===== src/rtl/mem_arb_pkg.sv =====
// Shared types and helpers for the unified instruction/data RAM arbiter.
package mem_arb_pkg;

  typedef enum logic [1:0] {
    IDLE  = 2'd0,
    ISSUE = 2'd1,
    WAIT  = 2'd2,
    ACK   = 2'd3
  } arb_state_e;

  typedef enum logic {
    REQ_I = 1'b0,
    REQ_D = 1'b1
  } req_id_e;

  localparam int unsigned WORD_BYTES = 8;
  localparam int unsigned WORD_SHIFT = $clog2(WORD_BYTES);

  // Misaligned or beyond the end of the RAM.
  function automatic logic addr_bad(input logic [63:0] addr, input int unsigned words);
    logic [63:0] word_idx;
    word_idx = addr >> WORD_SHIFT;
    return (addr[WORD_SHIFT-1:0] != '0) || (word_idx >= 64'(words));
  endfunction

endpackage


===== src/rtl/mem_arb_select.sv =====
// Winner pick between fetch and memory stage, with the data-streak limiter
// that guarantees fetch a slot after MAX_D_STREAK back-to-back data grants.
module mem_arb_select
  import mem_arb_pkg::*;
#(
  parameter int unsigned MAX_D_STREAK = 4
) (
  input  logic    clk_i,
  input  logic    reset_i,
  input  logic    i_req_i,
  input  logic    d_req_i,
  input  logic    grant_i,
  output req_id_e winner_o,
  output logic    any_req_o
);

  localparam int unsigned SW = $clog2(MAX_D_STREAK + 1);

  logic [SW-1:0] streak_q;
  logic [SW-1:0] streak_d;
  logic          fetch_turn;

  always_comb begin
    fetch_turn = i_req_i && (streak_q == SW'(MAX_D_STREAK));
    winner_o   = (d_req_i && !fetch_turn) ? REQ_D : REQ_I;
    any_req_o  = i_req_i || d_req_i;
  end

  // Only grants where fetch was left waiting extend the streak.
  always_comb begin
    streak_d = streak_q;
    if (grant_i) begin
      if (winner_o == REQ_D && i_req_i) begin
        streak_d = streak_q + 1'b1;
      end else begin
        streak_d = '0;
      end
    end
  end

  always_ff @(posedge clk_i) begin
    if (reset_i) begin
      streak_q <= '0;
    end else begin
      streak_q <= streak_d;
    end
  end

endmodule


===== src/rtl/mem_port_arbiter.sv =====
// Single-port RAM sequencer shared by fetch and memory stage.
// Optional performance counters: define MEM_ARB_PERF_CNT_EN.
//   state | meaning
//   IDLE  | waiting for a request, picks winner and checks address
//   ISSUE | mem_en pulse, RAM write commits here
//   WAIT  | MEM_LAT cycles for read data, captured on the last one
//   ACK   | one-cycle ack to the winner
module mem_port_arbiter
  import mem_arb_pkg::*;
#(
  parameter int unsigned MEM_WORDS    = 8192,
  parameter int unsigned AW           = 13,
  parameter int unsigned MEM_LAT      = 2,
  parameter int unsigned MAX_D_STREAK = 4
) (
  input  logic          clk,
  input  logic          reset,
  input  logic          i_req,
  input  logic [63:0]   i_addr,
  output logic          i_ack,
  output logic [63:0]   i_rdata,
  output logic          i_err,
  input  logic          d_req,
  input  logic          d_we,
  input  logic [63:0]   d_addr,
  input  logic [63:0]   d_wdata,
  output logic          d_ack,
  output logic [63:0]   d_rdata,
  output logic          d_err,
  output logic          mem_en,
  output logic          mem_we,
  output logic [AW-1:0] mem_addr,
  output logic [63:0]   mem_wdata,
  input  logic [63:0]   mem_rdata,
  output logic          busy
`ifdef MEM_ARB_PERF_CNT_EN
  ,
  output logic [31:0]   perf_i_grants,
  output logic [31:0]   perf_d_grants,
  output logic [31:0]   perf_i_wait
`endif
);

  localparam int unsigned CW = $clog2(MEM_LAT + 1);

  arb_state_e    state_q;
  req_id_e       owner_q;
  logic          owner_we_q;
  logic [CW-1:0] lat_cnt_q;

  logic          i_ack_q;
  logic          i_err_q;
  logic [63:0]   i_rdata_q;
  logic          d_ack_q;
  logic          d_err_q;
  logic [63:0]   d_rdata_q;
  logic          mem_en_q;
  logic          mem_we_q;
  logic [AW-1:0] mem_addr_q;
  logic [63:0]   mem_wdata_q;
  logic          busy_q;

  req_id_e       winner;
  logic          any_req;
  logic          grant;
  logic [63:0]   sel_addr;
  logic          sel_we;
  logic          sel_err;

  mem_arb_select #(
    .MAX_D_STREAK(MAX_D_STREAK)
  ) u_select (
    .clk_i    (clk),
    .reset_i  (reset),
    .i_req_i  (i_req),
    .d_req_i  (d_req),
    .grant_i  (grant),
    .winner_o (winner),
    .any_req_o(any_req)
  );

  always_comb begin
    grant    = (state_q == IDLE) && any_req;
    sel_addr = (winner == REQ_D) ? d_addr : i_addr;
    sel_we   = (winner == REQ_D) && d_we;
    sel_err  = addr_bad(sel_addr, MEM_WORDS);
  end

  always_ff @(posedge clk) begin
    if (reset) begin
      state_q     <= IDLE;
      owner_q     <= REQ_I;
      owner_we_q  <= 1'b0;
      lat_cnt_q   <= '0;
      i_ack_q     <= 1'b0;
      i_err_q     <= 1'b0;
      i_rdata_q   <= '0;
      d_ack_q     <= 1'b0;
      d_err_q     <= 1'b0;
      d_rdata_q   <= '0;
      mem_en_q    <= 1'b0;
      mem_we_q    <= 1'b0;
      mem_addr_q  <= '0;
      mem_wdata_q <= '0;
      busy_q      <= 1'b0;
    end else begin
      i_ack_q  <= 1'b0;
      d_ack_q  <= 1'b0;
      mem_en_q <= 1'b0;
      case (state_q)
        IDLE: begin
          if (grant) begin
            owner_q    <= winner;
            owner_we_q <= sel_we;
            busy_q     <= 1'b1;
            if (sel_err) begin
              // Bad address never touches the RAM; ack straight away.
              state_q <= ACK;
              if (winner == REQ_D) begin
                d_ack_q   <= 1'b1;
                d_err_q   <= 1'b1;
                d_rdata_q <= '0;
              end else begin
                i_ack_q   <= 1'b1;
                i_err_q   <= 1'b1;
                i_rdata_q <= '0;
              end
            end else begin
              state_q     <= ISSUE;
              mem_en_q    <= 1'b1;
              mem_we_q    <= sel_we;
              mem_addr_q  <= sel_addr[AW+2:3];
              mem_wdata_q <= (winner == REQ_D) ? d_wdata : '0;
            end
          end
        end
        ISSUE: begin
          state_q   <= WAIT;
          mem_we_q  <= 1'b0;
          lat_cnt_q <= CW'(MEM_LAT - 1);
        end
        WAIT: begin
          if (lat_cnt_q == '0) begin
            state_q <= ACK;
            if (owner_q == REQ_D) begin
              d_ack_q   <= 1'b1;
              d_err_q   <= 1'b0;
              d_rdata_q <= owner_we_q ? '0 : mem_rdata;
            end else begin
              i_ack_q   <= 1'b1;
              i_err_q   <= 1'b0;
              i_rdata_q <= mem_rdata;
            end
          end else begin
            lat_cnt_q <= lat_cnt_q - 1'b1;
          end
        end
        ACK: begin
          state_q <= IDLE;
          busy_q  <= 1'b0;
        end
        default: begin
          state_q <= IDLE;
          busy_q  <= 1'b0;
        end
      endcase
    end
  end

  // Gating with reset lets a reset during ISSUE abort the pending RAM write.
  assign mem_en    = mem_en_q && !reset;
  assign mem_we    = mem_we_q && !reset;
  assign mem_addr  = mem_addr_q;
  assign mem_wdata = mem_wdata_q;
  assign i_ack     = i_ack_q;
  assign i_err     = i_err_q;
  assign i_rdata   = i_rdata_q;
  assign d_ack     = d_ack_q;
  assign d_err     = d_err_q;
  assign d_rdata   = d_rdata_q;
  assign busy      = busy_q;

`ifdef MEM_ARB_PERF_CNT_EN
  logic [31:0] perf_i_grants_q;
  logic [31:0] perf_d_grants_q;
  logic [31:0] perf_i_wait_q;

  always_ff @(posedge clk) begin
    if (reset) begin
      perf_i_grants_q <= '0;
      perf_d_grants_q <= '0;
      perf_i_wait_q   <= '0;
    end else begin
      if (grant && winner == REQ_I) perf_i_grants_q <= perf_i_grants_q + 32'd1;
      if (grant && winner == REQ_D) perf_d_grants_q <= perf_d_grants_q + 32'd1;
      if (i_req && !(state_q == ACK && owner_q == REQ_I)) begin
        perf_i_wait_q <= perf_i_wait_q + 32'd1;
      end
    end
  end

  assign perf_i_grants = perf_i_grants_q;
  assign perf_d_grants = perf_d_grants_q;
  assign perf_i_wait   = perf_i_wait_q;
`endif

endmodule

===== config.mk =====
export PLATFORM = sky130hd
export DESIGN_NAME = mem_port_arbiter
export DESIGN_NICKNAME = d
export VERILOG_FILES = /design/src/rtl/mem_arb_pkg.sv /design/src/rtl/mem_arb_select.sv /design/src/rtl/mem_port_arbiter.sv
export SDC_FILE = /design/constraint.sdc
export NUM_CORES = 1
export LEC_CHECK = 0
export CAP_MARGIN = 20
export CORE_AREA = 2 2 186 188
export CTS_CLUSTER_SIZE = 28
export DETAILED_ROUTE_END_ITERATION = 10
export DIE_AREA = 0 0 188 190
export PLACE_DENSITY = 0.55
export SLEW_MARGIN = 0
export SYNTH_ARGS = -nofsm -noshare
export SYNTH_HDL_FRONTEND = slang
export SYNTH_SLANG_ARGS = --single-unit

===== constraint.sdc =====
create_clock -name clk -period 5.3 [get_ports clk]
set_input_delay 1.325 -clock clk [delete_from_list [all_inputs] [get_ports clk]]
set_output_delay 1.325 -clock clk [all_outputs]
set_load 0.05 [all_outputs]

# == Yosys cells after proc, flatten, opt, wreduce, memory -nomap -nowiden ==
# Index checks and enable logic that the tools add are counted.
# word_totals
reg_bits,221
input_bits,261
out_inout_bits,212
word_cells,115
# classes
add_sub_neg,2
n_lt_le_gt_ge,1
eq_ne,13
n_mux,53
n_bitwise,3
reduce_logical,27
# op_table
cell,count
two-way mux 64 bit,13
case mux 64 bit (2 select lines),2
"greater-or-equal comparator 61 x 14 -> 1 bit, second input constant",1
two-way mux 1 bit,25
"inequality test 2 bit, second input constant",9
case mux 1 bit (2 select lines),6
AND reduction 6 bit,2
two-way mux 2 bit,4
case mux 2 bit (4 select lines),1
AND reduction 2 bit,4
nonzero test 2 bit,4
logical AND 1 bit,7
AND reduction 3 bit,2
"== test 2 bit, second input constant",2
zero test 2 bit,2
case mux 2 bit (2 select lines),1
"adder 3 x 1 -> 3 bit, second input constant",1
"== test 3 bit, second input constant",1
two-way mux 3 bit,1
inverter 1 bit,3
nonzero test 3 bit,1
OR reduction 3 bit,1
"== test 2 x 1 -> 1 bit, second input constant",1
zero test 1 bit,2
other kinds (2),3

# == Logic depth before layout (Yosys ltp) ==
# depth
word_depth,11
ltp_mapped,11
ltp_nobuf,8

# == By module ==
# A second synthesis with hierarchy kept.
# unflattened
cells_unflattened,1079
hier_area_um2,9434.0
# modules_own_cells
module,instances,cells_each,area_each_um2,seq_area_each_um2
mem_port_arbiter,1,1059,9245.1,4364.2
mem_arb_select,1,20,188.9,60.1

# == Worst setup path after synthesis ==
# Ideal clock, no wire load.
# synth_path
path_kind,input to output
startpoint,input reset
endpoint,output mem_en
arrival_ns,2.608
required_time_ns,3.975
path_slack_ns,1.367
path_stages,4
path_cell_list,clkbuf_1 clkbuf_1 clkbuf_1 nor2b_1
# synth_between
elab_chain_len,2
# synth_lines
item,line,rtl
start: declaration,mem_port_arbiter.sv:17,"input logic reset,"
zero test 1 bit,mem_port_arbiter.sv:171,assign mem_en = mem_en_q && !reset;
logical AND 1 bit,mem_port_arbiter.sv:171,
end: declaration,mem_port_arbiter.sv:30,"output logic mem_en,"
# No other way between the ends.

# == Worst setup path after layout ==
# layout_path
startpoint,input reset
endpoint,output mem_we
# layout_between
elab_chain_len,2
# layout_lines
item,line,rtl
zero test 1 bit,mem_port_arbiter.sv:172,assign mem_we = mem_we_q && !reset;
logical AND 1 bit,mem_port_arbiter.sv:172,
end: declaration,mem_port_arbiter.sv:31,"output logic mem_we,"
# No other way between the ends.

==> impl_summary.txt <==
----------------------------------------------------
[Detailed routing]
  Metal3 WL ... 3.35 mm
  Overall via count from detail_route ... 8693
  Iteration count of the initial detailed-routing pass ... 4
  Post-DR wirelength/cell ... 20.1 um
  DR DRC count ... 0
  Amount of wire on met2 after detailed routing ... 18.6 mm
  Overall routed net length ... 36.8 mm
  Routed met1 length ... 13.9 mm
  Topmost layer with routed signal wires ... met4
  Post-route ant nets ... 0
  DRT iter0 DRCs ... 417
  Via density per instance ... 4.74

[Power and ir drop]
  Power density over cell area ... 407 nW/um^2
  Worst IR Drop VDD ... 0.216 mV
  Static leakage power ... 0.00536 uW

[Clock tree]
  CTS tree ... done
  Clock sinks ... 221
  Buffer cell driving the clock tree root ... sky130_fd_sc_hd__clkbuf_16
  Hold-fix buffers, CTS ... 0
  Post-CTS setup buffers ... 0
  Clock network latency to the later pin of the worst-skew pair ... 0.54 ns
  Number of H-tree levels ... 1
  Number of clock buffers inserted by TritonCTS ... 27
  Max clock buf depth ... 3
  Count of instances resized after the clock tree is built ... 0
  Clock transition at the registers of the reported paths ... 0.06 ns

[Cells and area]
  Post-route non-filler standard cell count ... 1833
  Combined flip-flop and latch cell area ... 4420 sq um
  Fraction of the core area covered by cells at the end of the flow ... 43.9%
  Fill cell instance count of the final layout ... 3219
  Area Growth Syn to Fin ... 67.2%
  Cell area after layout ... 14900 sq um
  Multi-input gate area ... 4080 sq um
  Antenna cells ... 0
  Layout cells sized above 1 ... 5.95%
  Total Nets Final ... 1628

[Setup path]
  Required time of the critical path ... 3.97 ns
  Terminus of the critical flop-to-flop path ... i_rdata[40]
  CP Capture Type ... primary output
  Crit path to ... mem_we
  Start point of the critical path ... reset
  Critical path class ... input port to primary output
  Flop2flop setup slack ... 2.21 ns
  Worst EP arrival ... 2.70 ns
  Cells on worst reg2reg path ... 9
  Critical path startpoint category ... input port
  Launching point of the worst reg2reg path ... u_select.streak_q[0]
  Crit Path Max Fanout ... 19

[Place]
  Buffers on Ports ... 472
  Area post-placement ... 14000 sq um
  Count of placed standard cells including taps ... 1786
  Detailed placement HPWL ... 26.0 mm
  Last weighted congestion value of the routability-driven placer ... 0.799

[Floorplan]
  Chip width ... 188 um
  Total die area ... 35700 sq um
  Effective utilization at floorplan ... 26.2%
  Placeable Area ... 33900 sq um
  Y dimension of the die ... 190 um
  IO Count ... 473
  Row Count ... 68

[Min path]
  Path class of the lowest-slack min-delay path ... flop to flop

[Synth]
  Post-synth net total ... 1198
  Share of flip-flops with an asynchronous set or reset after synthesis ... 0%
  Count of yosys warnings during synthesis ... 0
  Fraction of synthesized cell area taken by the top area cell type ... 49.7%
  Netlist area before placement ... 8910 sq um
  Area contributors post-synth ... sky130_fd_sc_hd__dfxtp_1 (50%), sky130_fd_sc_hd__mux2i_1 (8.7%), sky130_fd_sc_hd__a22o_1 (5.9%), sky130_fd_sc_hd__nand4_1 (4.9%), sky130_fd_sc_hd__nand2b_1 (4.6%)
  Syn Inst Count ... 930
  Syn Area/Cell ... 9.58 sq um
  Count of flip-flops with a built-in enable after synthesis ... 0
  Register area share after synthesis ... 49.7%
  Number of distinct library cells after synthesis ... 44
  Number of flip-flops and latches in the synthesized netlist ... 221
  Dominant register cell in the synthesized netlist ... sky130_fd_sc_hd__dfxtp_1
  Library cell occupying the most area in the post-synthesis netlist ... sky130_fd_sc_hd__dfxtp_1

[Timing]
  Slew at the pin closest to its max-slew limit ... 1.07 ns
  RSZ-0062 raised after global routing ... false
  Clock Skew ... 0.0118 ns
  Final count of hold timing violations ... 0
  Relative slew margins ... 28.8%
  Setup violations, final ... 0
  Final critical delay including setup and external delays ... 4.03 ns
  Max Fclk ... 0.248 GHz
  Final number of max-transition violations ... 0
  Setup TNS ... 0 ns
  Final cycle utilization of the critical path ... 76.0%

[Run status]
  Outcome ... completed

[Global routing]
  Initial antenna violation count ... 1
  Total track usage ... 19.7%
  Grt ovf ... 0
  Number of global-route vias before repair ... 8922
  First-pass GRT wire length ... 54.8 mm
  Pin count of the biggest net entering global routing ... 104

[Run]
  Max Cap Viol ... 0

----------------------------------------------------
## metrics by stage
step	worst slack, ns	hold slack [ns]	total power (uW)
after floorplan	1.37	0.437	3390
after global placement	0.854	0.455	4220
after detailed placement	0.866	0.455	4260
after CTS	1.22	0.472	6160
after global routing	1.18	0.480	6360
final	1.27	0.471	6070
## state kept, by name, summed over array words and instances (netlist names), 2 cells and up
| signal | cells |
|---|---|
| u_select.streak_q | 3 |
| state_q | 2 |
| i_rdata | 64 |
| lat_cnt_q | 2 |
| d_rdata | 64 |
| mem_addr | 13 |
| mem_wdata | 64 |
## area by class of cell
class	count	area share, %
Clock buffer	39	5.38
Clock inverter	8	0.647
Inverter	7	0.176
Multi-Input combinational cell	616	27.4
Sequential cell	221	29.7
Tap cell	455	3.82
Timing Repair Buffer	487	32.9
## cell families after synthesis
family          after synthesis  share of synthesized area [%]
compound gates              233                           17.2
fa+ha+maj                     7                          0.983
buf+inv                      93                           4.92
flops                       221                           49.7
mux                          78                           8.90
simple gates                298                           18.4
## worst min-delay path by stage
stage | startpoint | end | slack (ns) | cells past startpoint
finish | i_rdata[36] | i_rdata[36] | 0.47 | 2
global route | mem_wdata[61] | mem_wdata[61] | 0.48 | 1
CTS | u_select.streak_q[1] | u_select.streak_q[1] | 0.47 | 2
detailed placement | mem_wdata[7] | mem_wdata[7] | 0.46 | 1
global placement | i_rdata[32] | i_rdata[32] | 0.46 | 2
floorplan | owner_we_q | owner_we_q | 0.44 | 2
## cell usage after synthesis (16+ instances only)
library cell,n
sky130_fd_sc_hd__nor4_1,18
sky130_fd_sc_hd__o21ai_0,67
sky130_fd_sc_hd__a21oi_1,74
sky130_fd_sc_hd__nand2b_1,65
sky130_fd_sc_hd__clkbuf_1,51
sky130_fd_sc_hd__mux2i_1,77
sky130_fd_sc_hd__dfxtp_1,221
sky130_fd_sc_hd__nand4_1,70
sky130_fd_sc_hd__a22o_1,60
sky130_fd_sc_hd__nand2_1,78
sky130_fd_sc_hd__a211oi_1,16
sky130_fd_sc_hd__nor2_1,28
## where the power goes
part,total (uW),internal (uW),switching [uW]
clock,1870,1140,730
sequential,1910,1830,85.6
combinational,2290,817,1470
total,6070,3780,2290
## cells in the final DEF, fill, tap and decap left out, types with 5 or more instances in the layout
cell type	instances
sky130_fd_sc_hd__nand2b_1	65
sky130_fd_sc_hd__nor4_1	18
sky130_fd_sc_hd__nand2_1	77
sky130_fd_sc_hd__clkbuf_16	27
sky130_fd_sc_hd__a211oi_1	16
sky130_fd_sc_hd__o21ai_0	67
sky130_fd_sc_hd__buf_12	5
sky130_fd_sc_hd__mux2i_1	77
sky130_fd_sc_hd__clkdlybuf4s50_1	471
sky130_fd_sc_hd__clkbuf_8	8
sky130_fd_sc_hd__dfxtp_1	221
sky130_fd_sc_hd__buf_4	11
sky130_fd_sc_hd__nor3_1	11
sky130_fd_sc_hd__inv_1	7
sky130_fd_sc_hd__nor2_1	27
sky130_fd_sc_hd__a22o_1	60
sky130_fd_sc_hd__nand4_1	70
sky130_fd_sc_hd__nand3_1	8
sky130_fd_sc_hd__ha_1	6
sky130_fd_sc_hd__a21oi_1	74
## critical path: stages
cell	delay, ns
sky130_fd_sc_hd__buf_4	0.19
sky130_fd_sc_hd__nor2b_1	0.25
sky130_fd_sc_hd__clkdlybuf4s50_1	0.92
## metal layers
| layer | up-vias | track usage [%] |
|---|---|---|
| met5 | - | 0 |
| met4 | 0 | 5.88 |
| met3 | 49 | 7.08 |
| met2 | 347 | 35.9 |
| met1 | 4061 | 21.4 |
| li1 | 4236 | - |
(Power assumes the default switching activity.)
